File: src/rtl/sram_fifo_ctrl_if.sv
// Valid/ready stream bundle between the FIFO controller and its producer/consumer.
// The slave modport is the controller view; the master modport is the environment view.
interface sram_fifo_ctrl_if #(
    parameter int DATA_WIDTH = 8
);
    logic                  in_valid;
    logic                  in_ready;
    logic [DATA_WIDTH-1:0] in_data;
    logic                  out_valid;
    logic                  out_ready;
    logic [DATA_WIDTH-1:0] out_data;

    modport master (
        output in_valid,
        output in_data,
        output out_ready,
        input  in_ready,
        input  out_valid,
        input  out_data
    );

    modport slave (
        input  in_valid,
        input  in_data,
        input  out_ready,
        output in_ready,
        output out_valid,
        output out_data
    );
endinterface

File: src/rtl/sram_fifo_ctrl.sv
// FIFO controller driving a 1r1w SRAM macro, with a 2-entry output register stage
// that hides the macro's one-cycle read latency and keeps 1 word/cycle throughput.
module sram_fifo_ctrl #(
    parameter int DATA_WIDTH = 8,
    parameter int ADDR_WIDTH = 4,
    parameter int RAM_DEPTH  = 1 << ADDR_WIDTH
) (
    input  logic                  clk,
    input  logic                  rst,
    sram_fifo_ctrl_if.slave       s,
    output logic [ADDR_WIDTH:0]   level,
    output logic                  sram_csb0,
    output logic [ADDR_WIDTH-1:0] sram_addr0,
    output logic [DATA_WIDTH-1:0] sram_din0,
    output logic                  sram_csb1,
    output logic [ADDR_WIDTH-1:0] sram_addr1,
    input  logic [DATA_WIDTH-1:0] sram_dout1
);
    localparam int CNT_W     = $clog2(RAM_DEPTH + 1);
    localparam int LVL_W     = ADDR_WIDTH + 1;
    localparam int LEVEL_MAX = (1 << LVL_W) - 1;

    localparam logic [CNT_W-1:0]      DEPTH_C   = CNT_W'(RAM_DEPTH);
    localparam logic [ADDR_WIDTH-1:0] PTR_MAX_C = ADDR_WIDTH'(RAM_DEPTH - 1);

    logic [ADDR_WIDTH-1:0] wr_ptr_r;
    logic [ADDR_WIDTH-1:0] rd_ptr_r;
    logic [CNT_W-1:0]      sram_cnt_r;
    logic                  inflight_r;
    logic [ADDR_WIDTH-1:0] addr0_hold_r;
    logic [DATA_WIDTH-1:0] din0_hold_r;
    logic [ADDR_WIDTH-1:0] addr1_hold_r;
    logic [LVL_W-1:0]      level_r;

    logic [1:0]            obuf_cnt_r;
    logic [DATA_WIDTH-1:0] obuf_head_r;
    logic [DATA_WIDTH-1:0] obuf_tail_r;
    logic                  out_valid_r;

    logic                  in_ready_s;
    logic                  wr_en_s;
    logic                  pop_s;
    logic                  push_s;
    logic                  issue_s;
    logic [2:0]            occ_s;
    logic [CNT_W-1:0]      sram_cnt_nxt_s;
    logic [1:0]            obuf_cnt_nxt_s;
    logic [31:0]           level_sum_s;
    logic [LVL_W-1:0]      level_nxt_s;
    logic [ADDR_WIDTH-1:0] wr_ptr_nxt_s;
    logic [ADDR_WIDTH-1:0] rd_ptr_nxt_s;

    // Handshakes, read-issue decision and next-state counts.
    always_comb begin
        in_ready_s     = 1'b0;
        wr_en_s        = 1'b0;
        pop_s          = 1'b0;
        push_s         = 1'b0;
        issue_s        = 1'b0;
        occ_s          = 3'd0;
        sram_cnt_nxt_s = sram_cnt_r;
        obuf_cnt_nxt_s = obuf_cnt_r;
        level_sum_s    = 32'd0;
        level_nxt_s    = {LVL_W{1'b0}};

        in_ready_s = !rst && (sram_cnt_r != DEPTH_C);
        wr_en_s    = s.in_valid && in_ready_s;
        pop_s      = out_valid_r && s.out_ready;
        push_s     = inflight_r;

        // Output-stage occupancy after this cycle's pop, counting the word in flight.
        occ_s   = {1'b0, obuf_cnt_r} + {2'b00, inflight_r} - {2'b00, pop_s};
        issue_s = !rst && (sram_cnt_r != {CNT_W{1'b0}}) && (occ_s < 3'd2);

        sram_cnt_nxt_s = sram_cnt_r + CNT_W'(wr_en_s) - CNT_W'(issue_s);
        obuf_cnt_nxt_s = obuf_cnt_r + {1'b0, push_s} - {1'b0, pop_s};

        level_sum_s = 32'(sram_cnt_nxt_s) + 32'(issue_s) + 32'(obuf_cnt_nxt_s);
        if (level_sum_s > 32'(LEVEL_MAX)) begin
            level_nxt_s = LVL_W'(LEVEL_MAX);
        end else begin
            level_nxt_s = level_sum_s[LVL_W-1:0];
        end
    end

    // Pointer wrap, written generically so a non-power-of-two depth also works.
    always_comb begin
        wr_ptr_nxt_s = wr_ptr_r;
        rd_ptr_nxt_s = rd_ptr_r;
        if (wr_ptr_r == PTR_MAX_C) begin
            wr_ptr_nxt_s = {ADDR_WIDTH{1'b0}};
        end else begin
            wr_ptr_nxt_s = wr_ptr_r + ADDR_WIDTH'(1);
        end
        if (rd_ptr_r == PTR_MAX_C) begin
            rd_ptr_nxt_s = {ADDR_WIDTH{1'b0}};
        end else begin
            rd_ptr_nxt_s = rd_ptr_r + ADDR_WIDTH'(1);
        end
    end

    // Macro port drive: selects follow the handshakes, idle address/data hold last use.
    always_comb begin
        sram_csb0  = 1'b1;
        sram_addr0 = addr0_hold_r;
        sram_din0  = din0_hold_r;
        sram_csb1  = 1'b1;
        sram_addr1 = addr1_hold_r;
        if (wr_en_s) begin
            sram_csb0  = 1'b0;
            sram_addr0 = wr_ptr_r;
            sram_din0  = s.in_data;
        end else begin
            sram_csb0  = 1'b1;
        end
        if (issue_s) begin
            sram_csb1  = 1'b0;
            sram_addr1 = rd_ptr_r;
        end else begin
            sram_csb1  = 1'b1;
        end
    end

    // SRAM-side state: pointers, stored count, in-flight flag, held addresses, level.
    always_ff @(posedge clk or posedge rst) begin
        if (rst) begin
            wr_ptr_r     <= {ADDR_WIDTH{1'b0}};
            rd_ptr_r     <= {ADDR_WIDTH{1'b0}};
            sram_cnt_r   <= {CNT_W{1'b0}};
            inflight_r   <= 1'b0;
            addr0_hold_r <= {ADDR_WIDTH{1'b0}};
            din0_hold_r  <= {DATA_WIDTH{1'b0}};
            addr1_hold_r <= {ADDR_WIDTH{1'b0}};
            level_r      <= {LVL_W{1'b0}};
        end else begin
            if (wr_en_s) begin
                wr_ptr_r     <= wr_ptr_nxt_s;
                addr0_hold_r <= wr_ptr_r;
                din0_hold_r  <= s.in_data;
            end else begin
                wr_ptr_r     <= wr_ptr_r;
            end
            if (issue_s) begin
                rd_ptr_r     <= rd_ptr_nxt_s;
                addr1_hold_r <= rd_ptr_r;
            end else begin
                rd_ptr_r     <= rd_ptr_r;
            end
            sram_cnt_r <= sram_cnt_nxt_s;
            inflight_r <= issue_s;
            level_r    <= level_nxt_s;
        end
    end

    // Output register stage; the head only moves on a pop so it is stable under backpressure.
    always_ff @(posedge clk or posedge rst) begin
        if (rst) begin
            obuf_cnt_r  <= 2'd0;
            obuf_head_r <= {DATA_WIDTH{1'b0}};
            obuf_tail_r <= {DATA_WIDTH{1'b0}};
            out_valid_r <= 1'b0;
        end else begin
            obuf_cnt_r  <= obuf_cnt_nxt_s;
            out_valid_r <= (obuf_cnt_nxt_s != 2'd0);
            case ({push_s, pop_s})
                2'b10: begin
                    if (obuf_cnt_r == 2'd0) begin
                        obuf_head_r <= sram_dout1;
                    end else begin
                        obuf_tail_r <= sram_dout1;
                    end
                end
                2'b01: begin
                    if (obuf_cnt_r == 2'd2) begin
                        obuf_head_r <= obuf_tail_r;
                    end else begin
                        obuf_head_r <= obuf_head_r;
                    end
                end
                2'b11: begin
                    // A returning word replaces a lone head directly, or queues behind the tail.
                    if (obuf_cnt_r == 2'd1) begin
                        obuf_head_r <= sram_dout1;
                    end else begin
                        obuf_head_r <= obuf_tail_r;
                        obuf_tail_r <= sram_dout1;
                    end
                end
                default: begin
                    obuf_head_r <= obuf_head_r;
                    obuf_tail_r <= obuf_tail_r;
                end
            endcase
        end
    end

    assign s.in_ready  = in_ready_s;
    assign s.out_valid = out_valid_r;
    assign s.out_data  = obuf_head_r;
    assign level       = level_r;

endmodule

File: src/flat_wrapper.sv
// flat-port wrapper written by rule: the top's interface ports become plain ports
module sram_fifo_ctrl_flat 
#(
    parameter int DATA_WIDTH = 8,
    parameter int ADDR_WIDTH = 4,
    parameter int RAM_DEPTH  = 1 << ADDR_WIDTH
)
  (clk, rst, level, sram_csb0, sram_addr0, sram_din0, sram_csb1, sram_addr1, sram_dout1, s_in_valid, s_in_data, s_out_ready, s_in_ready, s_out_valid, s_out_data);
  sram_fifo_ctrl_if #(.DATA_WIDTH(DATA_WIDTH)) s_i ();
  input  logic clk;
  input  logic rst;
  output logic [ADDR_WIDTH:0] level;
  output logic sram_csb0;
  output logic [ADDR_WIDTH-1:0] sram_addr0;
  output logic [DATA_WIDTH-1:0] sram_din0;
  output logic sram_csb1;
  output logic [ADDR_WIDTH-1:0] sram_addr1;
  input  logic [DATA_WIDTH-1:0] sram_dout1;
  input wire logic [$bits(s_i.in_valid)-1:0] s_in_valid;
  input wire logic [$bits(s_i.in_data)-1:0] s_in_data;
  input wire logic [$bits(s_i.out_ready)-1:0] s_out_ready;
  output wire logic [$bits(s_i.in_ready)-1:0] s_in_ready;
  output wire logic [$bits(s_i.out_valid)-1:0] s_out_valid;
  output wire logic [$bits(s_i.out_data)-1:0] s_out_data;
  assign s_i.in_valid = s_in_valid;
  assign s_i.in_data = s_in_data;
  assign s_i.out_ready = s_out_ready;
  assign s_in_ready = s_i.in_ready;
  assign s_out_valid = s_i.out_valid;
  assign s_out_data = s_i.out_data;
  sram_fifo_ctrl #(.DATA_WIDTH(DATA_WIDTH), .ADDR_WIDTH(ADDR_WIDTH), .RAM_DEPTH(RAM_DEPTH)) u_core (.clk(clk), .rst(rst), .s(s_i), .level(level), .sram_csb0(sram_csb0), .sram_addr0(sram_addr0), .sram_din0(sram_din0), .sram_csb1(sram_csb1), .sram_addr1(sram_addr1), .sram_dout1(sram_dout1));
endmodule
File: config.mk
export PLATFORM = sky130hd
export DESIGN_NAME = sram_fifo_ctrl_flat
export DESIGN_NICKNAME = d
export VERILOG_FILES = /design/src/rtl/sram_fifo_ctrl_if.sv /design/src/rtl/sram_fifo_ctrl.sv /design/src/flat_wrapper.sv
export SDC_FILE = /design/constraint.sdc
export NUM_CORES = 1
export LEC_CHECK = 0
export CORE_MARGIN = 2
export CORE_UTILIZATION = 46
export CTS_BUF_LIST = sky130_fd_sc_hd__clkbuf_4 sky130_fd_sc_hd__clkbuf_8 sky130_fd_sc_hd__clkbuf_16
export DETAILED_ROUTE_END_ITERATION = 8
export HOLD_SLACK_MARGIN = 0.06
export PLACE_DENSITY = 0.83
export SLEW_MARGIN = 20
export SYNTH_ARGS = -nofsm -noshare
export SYNTH_HDL_FRONTEND = slang
export SYNTH_SLANG_ARGS = --single-unit
File: constraint.sdc
create_clock -name clk -period 4.34 [get_ports clk]
set_input_delay 0.868 -clock clk [delete_from_list [all_inputs] [get_ports clk]]
set_output_delay 0.868 -clock clk [all_outputs]
set_load 0.05 [all_outputs]
After elaboration in Yosys (flattened, before gate mapping)

Cells that the tools add are included.
W data, S select, Z words.

Add/sub/neg operators: 10
Reduce and logical (&&, ||, !) cells: 13
Bitwise operators: 0
Order comparisons: 2
Multipliers: 0
Eq/ne operators: 12
Shift-type cells: 0
Divide/modulo/power cells: 0
Muxes and demuxes: 15

Operators by type and width:

| kind                  | count |
|---|---|
| $mux W8               | 6 |
| $add A32 B2 Y32       | 1 |
| $gt A32 B5 Y1 const B | 1 |
| $pmux W8 S3           | 1 |
| $mux W4               | 4 |
| $pmux W8 S2           | 1 |
| $add A4 B1 Y4 const B | 2 |
| $eq A4 B4 Y1 const B  | 2 |
| $add A5 B1 Y6         | 1 |
| $eq A2 B2 Y1 const B  | 3 |
| $reduce_and A3 Y1     | 2 |
| $add A5 B1 Y5         | 1 |
| $logic_and A1 B1 Y1   | 5 |
| $mux W5               | 1 |
| $ne A5 B5 Y1 const B  | 1 |
| $reduce_bool A5 Y1    | 1 |
| $sub A5 B1 Y5         | 1 |
| $eq A2 B1 Y1 const B  | 2 |
| $ne A2 B1 Y1 const B  | 2 |
| $ne A2 B2 Y1 const B  | 2 |
| $reduce_bool A2 Y1    | 2 |
| $add A2 B1 Y3         | 1 |
| $lt A3 B2 Y1 const B  | 1 |
| $reduce_bool A3 Y1    | 1 |
| other kinds (6)       | 7 |

ROM bits: 0
Register bits after elaboration: 54
RAM bits: 0
Output and inout port bits: 33
Bits in latches: 0
Memories: 0
Input bits: 20

Logic depth before layout (Yosys ltp)

Depth in word-level cells: 9
Gate-level depth with buffers: 20

Worst setup path before layout

OpenSTA, ideal clock, no wires.

Path kind: in2reg
Start: in s_out_ready
End: reg u_core.level_r[3], in the netlist u_core.level[3]
Buffers on the path: 1
Required time: 4208 ps
Arrival: 5074 ps
Library setup time: 132 ps
Setup slack: -865 ps
Cell stages on the path: 20
Path through: and2_1 -> ha_1 -> inv_1 -> ha_1 -> inv_1 -> fa_1 -> inv_1 -> nor4_1 -> buf_2 -> ha_1 -> inv_1 -> ha_1 -> fa_1 -> ha_1 -> ha_1 -> a21oi_1 -> nor3_1 -> o21ai_0 -> a21oi_1 -> or3b_1

Elaborated cells on any way between the ends: 10
Those cells by class: 5 x add/sub; 2 x order compare; 1 x mux; 2 x reduce/logical

RTL lines:

| item                         | RTL line              | text |
|---|---|---|
| from (decl)                  | flat_wrapper.sv:21    | `input wire logic [$bits(s_i.out_ready)-1:0] s_out_ready;` |
| $logic_and A1 B1 Y1 (*)      | sram_fifo_ctrl.sv:68  | `pop_s = out_valid_r && s.out_ready;` |
| $sub A2 B1 Y2 (*)            | sram_fifo_ctrl.sv:76  | `obuf_cnt_nxt_s = obuf_cnt_r + {1'b0, push_s} - {1'b0, pop_s};` |
| net u_core.obuf_cnt_nxt_s[1] | sram_fifo_ctrl.sv:47  | `logic [1:0] obuf_cnt_nxt_s;` |
| $add A32 B2 Y32 (*)          | sram_fifo_ctrl.sv:78  | `level_sum_s = 32'(sram_cnt_nxt_s) + 32'(issue_s) + 32'(obuf_cnt_nxt_s);` |
| $gt A32 B5 Y1                | sram_fifo_ctrl.sv:79  | `if (level_sum_s > 32'(LEVEL_MAX)) begin` |
| $mux W5 (*)                  | sram_fifo_ctrl.sv:79  |  |
| net u_core.level_nxt_s[3]    | sram_fifo_ctrl.sv:49  | `logic [LVL_W-1:0] level_nxt_s;` |
| to (signal assigned)         | sram_fifo_ctrl.sv:134 | `level_r <= {LVL_W{1'b0}};` |
| to (signal assigned)         | sram_fifo_ctrl.sv:151 | `level_r <= level_nxt_s;` |
| to (decl)                    | sram_fifo_ctrl.sv:33  | `logic [LVL_W-1:0] level_r;` |

The timed path passes the listed nets; every way through them passes the cells marked *.
A chain may end at the register's enable or synchronous reset.

Final worst setup path

Same ends and word-level chain as after synthesis.

==> reports/results.txt <==
Crit path launch type - input pin
Root Driver - clkbuf_8
Die ar. - 6393 um2
Total GRT Usage - 19.60%
Slew Limit Fails - 0
Ant diodes - 0
Clock-pin slew on the worst setup and hold paths - 0.10 ns
Tightest Pin Transition - 0.9254 ns
RR Startpoint - u_core.s.out_valid$_DFF_PP0_
Die W - 79.96 um
# rows - 27
Status - complete, but fails checks
Failing checks - negative setup slack
First drt pass iteration count - 4
Slew margin rel. - 38.08%
# IOs - 53
Setup TNS - -0.7782 ns
RD Place Congestion - 0.8330
Max incr delay on CP - 0.56 ns
Initial antenna violation count - 0
Vias in the first global route - 2,178
Sequential fraction of the synthesis area - 50.92%
CTS tree - yes
Core outline area - 5540 um2
IO Port Bufs - 52
Remaining DRCs - 0
Syn_nets - 295
Most Frequent Cell on Critical Path - ha_4
Worst-path maximum fanout - 4
Vias per std cell - 5.188
DR vias - 2,101
Number of cells after detailed placement - 391
Synth async-reset ratio - 100.0%
Synth Flop Type - dfrtp_1
Synthesized flop and latch total - 54
Ys Warns - 0
Final non-filler cell total - 405
Mapped Area - 2654 um2
Worst setup path startpoint - s_out_ready
Post-Syn Instances - 255
Global-route wire length before repair - 9673 um
CP Depth - 20
Multi-input combinational cell area - 1339 um2
Sequential Area - 1351 um2
Fillers - 437
Starting Density - 47.90%
Detailed Route Iter0 Violations - 93
Nets - 372
Critical path's slowest cell - fa_2
WP data required - 4.53 ns
Period utilization - 105.7%
Layout area overhead - 40.17%
Final setup viols - 5
Period minus WS final - 4.587 ns
CP top delay family - adder cells
Most frequent cells in the layout - dfrtp_1, nand2_1, buf_4, clkdlybuf4s50_1, a21oi_1
Top cell type's share of synthesized area - 50.92%
RSZ-0062 raised after global routing - true
Crit path buf inv count - 5
Detailed Route WL - 5896 um
Dominant cell type by area after synthesis - dfrtp_1
CTS Buffer Depth - 2
Htree depth - 2
Total CTS buffers - 5
Clk sinks - 54
Crit-path cells - buf_6, and2_4, ha_4, inv_4, ha_4, inv_4, fa_2, inv_2, nor4_4, ha_4, inv_2, ha_4, fa_2, ha_4, ha_4, a21oi_4, nor2_1, o21ai_2, a21oi_1, or3b_1
HP Start - u_core.din0_hold_r[2]$_DFF_PP0_
Netlist cell types - 40
Highest clock rate - 0.2180 GHz
Clock Latency Late Sink - 0.30 ns
Clk_skew - 0.003920 ns
Reg2reg path depth - 19
Worst path arrival time - 4.78 ns
Hold Violations, Final - 0
Max_cap viols - 0
Share of layout cells above drive strength 1 - 27.03%
Hold path depth - 2
Kind of critical path - input pin to flip-flop
Grt ovf - 0
Commonest non-fill, non-tap cell in the layout - dfrtp_1
DR WL/cell - 14.56 um
Post-synth EDFFs - 0
Pin count of the biggest net entering global routing - 55
Avg Cell Area, Syn - 10.41 um2
Largest cells by area after synthesis - dfrtp_1, ha_1, nand2_1
HPWL after detailed placement - 4184 um
Hold Path Class - flip-flop to flip-flop
Die height - 79.96 um
Routed Antenna Nets - 0
Setup crit end kind - flip-flop
Setup WS post-layout - -0.2465 ns
-- sequential cells by signal (all words and copies together) (netlist names), 2 cells and up --
signal / cells
u_core.addr1_hold_r: 4
u_core.rd_ptr_r: 4
u_core.obuf_cnt_r: 2
u_core.obuf_tail_r: 8
u_core.addr0_hold_r: 4
u_core.sram_cnt_r: 5
u_core.din0_hold_r: 8
u_core.level: 5
u_core.wr_ptr_r: 4
u_core.s.out_data: 8
-- path summary, 6_finish.rpt --
| check | end | slack [ns] |
|---|---|---|
| max reg2reg | u_core.level[3]$_DFF_PP0_ | -0.01 |
| max | u_core.level[3]$_DFF_PP0_ | -0.25 |
| min in group asynchronous | u_core.obuf_cnt_r[0]$_DFF_PP0_ | 1.22 |
| max in group asynchronous | u_core.obuf_tail_r[4]$_DFFE_PP0P_ | 2.58 |
| min reg2reg | u_core.din0_hold_r[2]$_DFF_PP0_ | 0.48 |
| min | u_core.din0_hold_r[2]$_DFF_PP0_ | 0.48 |
-- synthesized netlist by cell type (all sizes together), types with 3 or more instances --
cell / n
dfrtp: 54
nand2: 45
inv: 22
a21oi: 17
ha: 17
nor2: 16
mux2: 13
o21ai: 12
a22oi: 9
xnor2: 6
and2: 4
clkbuf: 4
nand2b: 4
fa: 3
mux2i: 3
nand3: 3
-- through the flow --
stage	instance area (um2)	util, %	setup WS (ns)	hold WS (ns)
after CTS	3665	66.15	-0.2849	0.4848
final	3720	67.14	-0.2465	0.4837
after global routing	3720	67.14	-0.3539	0.5198
after global placement	3461	62.47	-0.8859	0.4553
after detailed placement	3461	62.47	-1.049	0.4594
after floorplan	2743	-	-0.5137	0.4565
-- worst min-delay path, stage by stage, from the launching register on --
cell and delay, ns:
dfrtp_1 0.34, nand2_1 0.04, nand2_1 0.07
-- layer usage --
layer | wire length [um] | vias to the layer above | global-route usage, % | part of all wire, %
li1 | - | 1011 | - | -
met2 | 3152 | 35 | 34.33 | 53
met1 | 2452 | 1041 | 23.44 | 42
met3 | 149 | 14 | 3.846 | 2.5
met5 | 0 | - | 0 | 0
met4 | 142 | 0 | 8.136 | 2.4
-- repair_timing --
item,in CTS,in global routing
buffers inserted,6,2
pin swaps,15,15
endpoints found under the setup margin,9,5
hold buffers,0,0
gates resized for setup,8,13
-- cell families (layout without fill, tap and decap cells) --
logic type / after synthesis / after routing / synth area share [%]
xor+xnor: 9 / 9 / 4.055
compound gates: 47 / 47 / 10.56
buf+inv: 27 / 105 / 3.866
mux: 16 / 16 / 6.648
fa+ha+maj: 20 / 20 / 10.28
simple gates: 82 / 82 / 13.67
flops: 54 / 54 / 50.92
-- final cells by class --
class,count,area share [%]
Multi-Input combinational cell,174,35.99
Timing Repair Buffer,75,18.97
Sequential cell,54,36.33
Clock inverter,2,1.615
Tap cell,72,2.422
Inverter,22,2.455
Clock buffer,6,2.220
Power is not shown: default switching activity piles up to over one toggle a cycle in this logic, so the estimate is an artifact.
